==> src/rtl/request_conditioner.sv <==
// request_conditioner: synchronises and debounces car sensor and walk button, and latches walk requests for basic_cycle.
// Ports: clk; reset (async, active-low); raw_sensor, raw_walk (raw inputs); walk_light (walk phase active, from basic_cycle);
//        sensor (debounced car presence); walk (held walk request); walk_queued (press seen during walk phase);
//        press_count (accepted presses, saturating).
module request_conditioner #(
  parameter int SYNC_STAGES     = 2,
  parameter int DEBOUNCE_CYCLES = 16,
  parameter int CNT_W           = 8
) (
  input  logic             clk,
  input  logic             reset,
  input  logic             raw_sensor,
  input  logic             raw_walk,
  input  logic             walk_light,
  output logic             sensor,
  output logic             walk,
  output logic             walk_queued,
  output logic [CNT_W-1:0] press_count
);
  localparam int DW = $clog2(DEBOUNCE_CYCLES) + 1;
  localparam logic [DW-1:0] CMAX = DW'(DEBOUNCE_CYCLES - 1);
  typedef enum logic [1:0] {IDLE, PENDING, SERVING, QUEUED} state_t;
  logic [SYNC_STAGES-1:0] sync_q [2];
  logic [SYNC_STAGES-1:0] sync_d [2];
  logic [DW-1:0] cnt_q [2];
  logic [DW-1:0] cnt_d [2];
  logic [1:0] raw, syn, stable_q, stable_d;
  logic walk_d1_q, press;
  state_t state_q, state_d;
  logic walk_q, walk_d, queued_q, queued_d;
  logic [CNT_W-1:0] count_q, count_d;
  assign raw = {raw_walk, raw_sensor};
  always_comb begin
    for (int i = 0; i < 2; i++) begin
      syn[i] = sync_q[i][SYNC_STAGES-1];
      sync_d[i] = {sync_q[i][SYNC_STAGES-2:0], raw[i]};
      cnt_d[i] = (syn[i] == stable_q[i] || cnt_q[i] == CMAX) ? '0 : cnt_q[i] + 1'b1;
      stable_d[i] = (syn[i] != stable_q[i] && cnt_q[i] == CMAX) ? syn[i] : stable_q[i];
    end
  end
  assign press = stable_q[1] & ~walk_d1_q;
  always_comb begin
    state_d = IDLE;
    case (state_q)
      IDLE:    state_d = press ? PENDING : IDLE;
      PENDING: state_d = walk_light ? SERVING : PENDING;
      SERVING: state_d = walk_light ? (press ? QUEUED : SERVING) : (press ? PENDING : IDLE);
      QUEUED:  state_d = walk_light ? QUEUED : PENDING;
      default: state_d = IDLE;
    endcase
    walk_d = state_d == PENDING;
    queued_d = state_d == QUEUED;
    count_d = (press && !(&count_q)) ? count_q + 1'b1 : count_q;
  end
  always_ff @(posedge clk or negedge reset) begin
    if (!reset) begin
      for (int i = 0; i < 2; i++) begin
        sync_q[i] <= '0;
        cnt_q[i] <= '0;
      end
      stable_q <= '0;
      walk_d1_q <= 1'b0;
      state_q <= IDLE;
      walk_q <= 1'b0;
      queued_q <= 1'b0;
      count_q <= '0;
    end else begin
      for (int i = 0; i < 2; i++) begin
        sync_q[i] <= sync_d[i];
        cnt_q[i] <= cnt_d[i];
      end
      stable_q <= stable_d;
      walk_d1_q <= stable_q[1];
      state_q <= state_d;
      walk_q <= walk_d;
      queued_q <= queued_d;
      count_q <= count_d;
    end
  end
  assign sensor = stable_q[0];
  assign walk = walk_q;
  assign walk_queued = queued_q;
  assign press_count = count_q;
endmodule

==> config.mk <==
export PLATFORM = sky130hd
export DESIGN_NAME = request_conditioner
export DESIGN_NICKNAME = d
export VERILOG_FILES = /design/src/rtl/request_conditioner.sv
export SDC_FILE = /design/constraint.sdc
export NUM_CORES = 1
export LEC_CHECK = 0
export BUFFER_PORTS_ARGS = -buffer_cell sky130_fd_sc_hd__buf_2
export CORE_UTILIZATION = 29
export CTS_BUF_LIST = sky130_fd_sc_hd__clkbuf_8
export DETAILED_ROUTE_END_ITERATION = 8
export MAX_ROUTING_LAYER = met4
export SYNTH_ARGS = -nofsm -noshare
export SYNTH_HDL_FRONTEND = slang
export SYNTH_SLANG_ARGS = --single-unit
==> constraint.sdc <==
create_clock -name clk -period 2.7 [get_ports clk]
set_clock_uncertainty 0.2 [all_clocks]
set_input_delay 0.675 -clock clk [delete_from_list [all_inputs] [get_ports clk]]
set_output_delay 0.675 -clock clk [all_outputs]
set_load 0.02 [all_outputs]
# Yosys cells after proc, flatten, opt, wreduce, memory -nomap -nowiden
# Cells that the tools add are included.
dict set report word_totals {
  ff_bits 29
  input_bits 5
  word_cells 43
}
dict set report op_classes {
  bitwise 2
  addsub 3
  n_eq_ne 11
  n_reduce_logical 8
  n_mux 8
}
# operator n
set op_table {}
lappend op_table {{$add 5x1->5 const B} 2}
lappend op_table {{$eq 5x4->1 const B} 2}
lappend op_table {{$mux 5} 2}
lappend op_table {{$add 8x1->8 const B} 1}
lappend op_table {{$pmux 2 s4} 1}
lappend op_table {{$reduce_and 8->1} 1}
lappend op_table {{$eq 2x2->1 const B} 3}
lappend op_table {{$mux 2} 3}
lappend op_table {{$eq 2x1->1 const B} 2}
lappend op_table {{$logic_and 1x1->1} 3}
lappend op_table {{$eq 1x1->1} 2}
lappend op_table {{$logic_not 2->1} 1}
lappend op_table {{$logic_or 1x1->1} 2}
lappend op_table {{$mux 1} 2}
lappend op_table {{$ne 1x1->1} 2}
lappend op_table {{$and 1x1->1} 1}
lappend op_table {{$logic_not 1->1} 1}
lappend op_table {{$not 1->1} 1}

# Depth between registers and ports, before layout
dict set report logic_depth {
  ltp_word 6
  ltp_mapped 5
  depth_no_buf 5
}

# Worst setup path before layout
# No wires, ideal clock.
dict set report synth_path {
  path_type {flip-flop to flip-flop}
  startpoint {register count_q[0], in the netlist press_count[0]}
  endpoint {register count_q[1], in the netlist press_count[1]}
  arrival_time_ns 1.369
  slack_ns 1.004
  n_path_buf 0
  setup_ns 0.128
  required_time_ns 2.372
  stages_incl_launch_ff 5
  cell_sequence {dfrtp_1 ha_1 nand4_2 o21ai_2 mux2_1}
}
dict set report synth_via {
  elab_chain_cells 3
}
# item line
set synth_lines {}
lappend synth_lines {{start, declared} 31} ;# logic [CNT_W-1:0] count_q, count_d;
lappend synth_lines {{start signal, assigned} 77} ;# count_q <= count_d;
lappend synth_lines {{parallel branches: the longest is 3 deep, another holds $add 8x1->8} -}
# Parallel ways; which one is timed is not known.
# A chain may end at the register's enable or synchronous reset.

# Final worst setup path
dict set report layout_path {
  startpoint {register count_q[2], in the netlist press_count[2]}
  endpoint {output port press_count[2]}
}
# item line
set layout_rtl {}
lappend layout_rtl {{end, declared} 18} ;# output logic [CNT_W-1:0] press_count
# No word-level cell between the ends.

==> key figures <==
Floorplan
  – Io pins: 16
  – Core area: 3800 sq um
  – Die X: 65.9 microns
  – DIE AREA: 4340 sq um
  – Rows: 22
  – Die Y: 65.9 microns
  – Starting Density: 0.312

GRT
  – Largest net degree at the start of global routing: 30
  – Number of global-route vias before repair: 776
  – Initial antenna violation count: 0
  – Total GRT Usage: 0.117
  – Grt total ovfl: 0
  – First-pass GRT wire length: 3.43 mm

Logic synthesis
  – Syn Inst Count: 96
  – Largest cells by area after synthesis: dfrtp_1 61%, ha_1 5.3%, nor2_1 4.8%
  – EDFF count, synth: 0
  – Synth area leader: dfrtp_1
  – Commonest register cell after synthesis: dfrtp_1
  – Most frequent cell after synthesis: dfrtp_1
  – Post-synth top area share: 0.613
  – Sequential-to-total area share from yosys stat: 0.613
  – Post-synth ARST share: 1.00
  – Synth Warn #: 0
  – Post-synth top cells: 29 x dfrtp_1, 15 x nor2_1, 7 x inv_1
  – Syn nets: 106
  – Register bit total from synthesis: 29
  – Cell area after synthesis: 1180 sq um
  – Avg Cell Area, Syn: 12.3 sq um
  – Synth unique cells: 24

Pwr
  – Tot Pwr: 0.960 mW
  – Internal: 0.764 mW
  – Reported net switching power: 0.197 mW
  – Worst VDD drop: 0.000383 V
  – P_leak: 0.760 nW
  – Combinational Power Share: 0.043
  – Power per cell area: 669 nW/um^2
  – Reg power frac: 0.482
  – Switching share of total power: 0.205
  – Clock group share of total power: 0.474

Hold path
  – Worst Hold Class: register to register
  – Hold Startpoint: sync_d[3]
  – Worst-case hold path end point: syn[0]
  – Hold depth: 0

Timing
  – Tcrit/Tclk final: 0.690
  – Tmin final: 1860 ps
  – TNS Setup: 0 ps
  – Max-Slew Margin vs Limit: 0.578
  – Slew @ Worst Pin: 634 ps
  – Final setup violation count: 0
  – Unrepaired setup endpoints after global routing: no
  – Final-report hold violation count: 0
  – Hold slack: 149 ps
  – Final Max Tran Viols: 0
  – Max Freq: 537 MHz

Layout
  – Area Overhead vs Synth: 21.2%
  – Share of post-route cells with drive strength above 1: 0.227
  – Final Non-Filler Cells: 167
  – Final #Nets: 128
  – Diodes inserted: 0

Worst setup path
  – Critical path buffers and inverters: 1
  – Critical path peak fanout: 8
  – Max incr delay on CP: 490 ps
  – R2r setup slk: 1050 ps
  – CP max-delay cell: dfrtp_1
  – FF-to-FF End: cnt_q[2]
  – Crit path capture type: output pin
  – Crit path kind: register to output pin
  – Req. time, crit path: 1820 ps
  – R2r startpoint: cnt_q[0]
  – Startpoint types: register
  – WP data arrival: 990 ps
  – Critical Path Stages: 1
  – Reg2Reg Depth: 5
  – CP delay by family, top: flip-flops
  – CP Cell Sequence: buf_2

Outcome
  – Outcome: finished, final reports clean

Clock tree
  – Clk_lat worst skew: 280 ps
  – Clock-pin slew on the worst setup and hold paths: 60 ps
  – Hold buffers post-CTS: 0
  – H-tree levels: 2
  – CTS sink cnt: 29
  – CTS tree: done
  – Post-CTS setup buffers: 0
  – Root Buffer: clkbuf_8
  – Clock tree buffer depth: 2
  – Total CTS buffers: 5
  – Post_cts resized: 0

Detailed routing
  – DRC Markers: 0
  – Routed length per placed instance: 12.0 microns
  – Vias: 738
  – Avg Vias per Cell: 4.42
  – WL final: 2.01 mm
  – DRT antenna net count: 0
  – Initial DRC Count: 11
  – First-pass DRT Iterations: 4

Place
  – Post-Place Cells: 159
  – IO Port Bufs: 15
  – GP Congestion: 0.782
  – HPWL Detailed: 1.38 mm

Job
  – Max-Cap Viols: 0
-- cell type report --
type                       instances  area (sq um)
fill                             382          2360
sequential                        29           726
multi-input combinational         60           432
clock buffer                       6          82.6
timing repair buffer              15          75.1
tap                               48          60.1
clock inverter                     2          33.8
inverter                           7          26.3
-- power by group through the flow --
stage | clock (mW) | sequential, mW | combinational [mW]
2_1_floorplan | 0 | 0.472 | 0.0209
3_3_place_gp | 0 | 0.470 | 0.0413
3_5_place_dp | 0 | 0.471 | 0.0433
4_1_cts | 0.468 | 0.463 | 0.0436
5_1_grt | 0.491 | 0.464 | 0.0483
6_report | 0.456 | 0.463 | 0.0418
-- logic make-up (layout without fill, tap and decap cells) --
logic type	count (synthesis)	count (layout)	share of synthesized area
and+or+nand+nor	32	32	0.141
DFF	29	29	0.613
xor gates and xnor gates	9	9	0.0666
AOI/OAI and AO/OA	8	8	0.0497
buffers and inverters	7	30	0.0222
muxes	6	6	0.0550
adders and majority gates	5	5	0.0529
-- registers in the layout, summed over array words and instances (netlist names) --
register and cells:
syn 2, walk 1, sync_d 2, walk_d1_q 1
state_q 2, stable_q 2, cnt_q 10, walk_queued 1
press_count 8
-- through the flow --
stage	setup WS [ps]	cell area, sq um	utilization
2_1_floorplan	1000	1180	-
3_3_place_gp	1120	1320	0.347
3_5_place_dp	1060	1320	0.347
4_1_cts	837	1440	0.378
5_1_grt	771	1440	0.378
6_report	837	1440	0.378
-- placed cells by master (no fill, tap or decap), types with 2 or more instances in the layout --
| cell | n |
|---|---|
| mux2_2 | 3 |
| dfrtp_1 | 29 |
| nand2_1 | 2 |
| o211ai_1 | 2 |
| nand3_1 | 4 |
| buf_2 | 15 |
| nor2_1 | 15 |
| clkbuf_8 | 6 |
| ha_1 | 5 |
| xnor2_1 | 5 |
| inv_1 | 8 |
| xor2_1 | 4 |
| o21a_1 | 2 |
| mux2i_1 | 2 |
| and3_1 | 4 |
| nand2b_1 | 2 |
-- worst max-delay path by stage --
| stage | startpoint | endpoint |
|---|---|---|
| after floorplan | press_count[0] | press_count[1] |
| after global placement | press_count[0] | press_count[1] |
| after detailed placement | press_count[0] | press_count[1] |
| after CTS | press_count[2] | press_count[2] |
| after global routing | press_count[2] | press_count[2] |
| final | press_count[2] | press_count[2] |
-- metal layers --
| metal | global-route usage | routed length (microns) | vias up | share of wire |
|---|---|---|---|---|
| met5 | - | 0 | - | 0 |
| met4 | 0.0734 | 29 | 0 | 0.014 |
| met3 | 0.0569 | 125 | 2 | 0.062 |
| met2 | 0.171 | 892 | 14 | 0.44 |
| met1 | 0.127 | 957 | 355 | 0.48 |
| li1 | - | - | 367 | - |
Note: power is estimated with default switching activity, not from simulation.
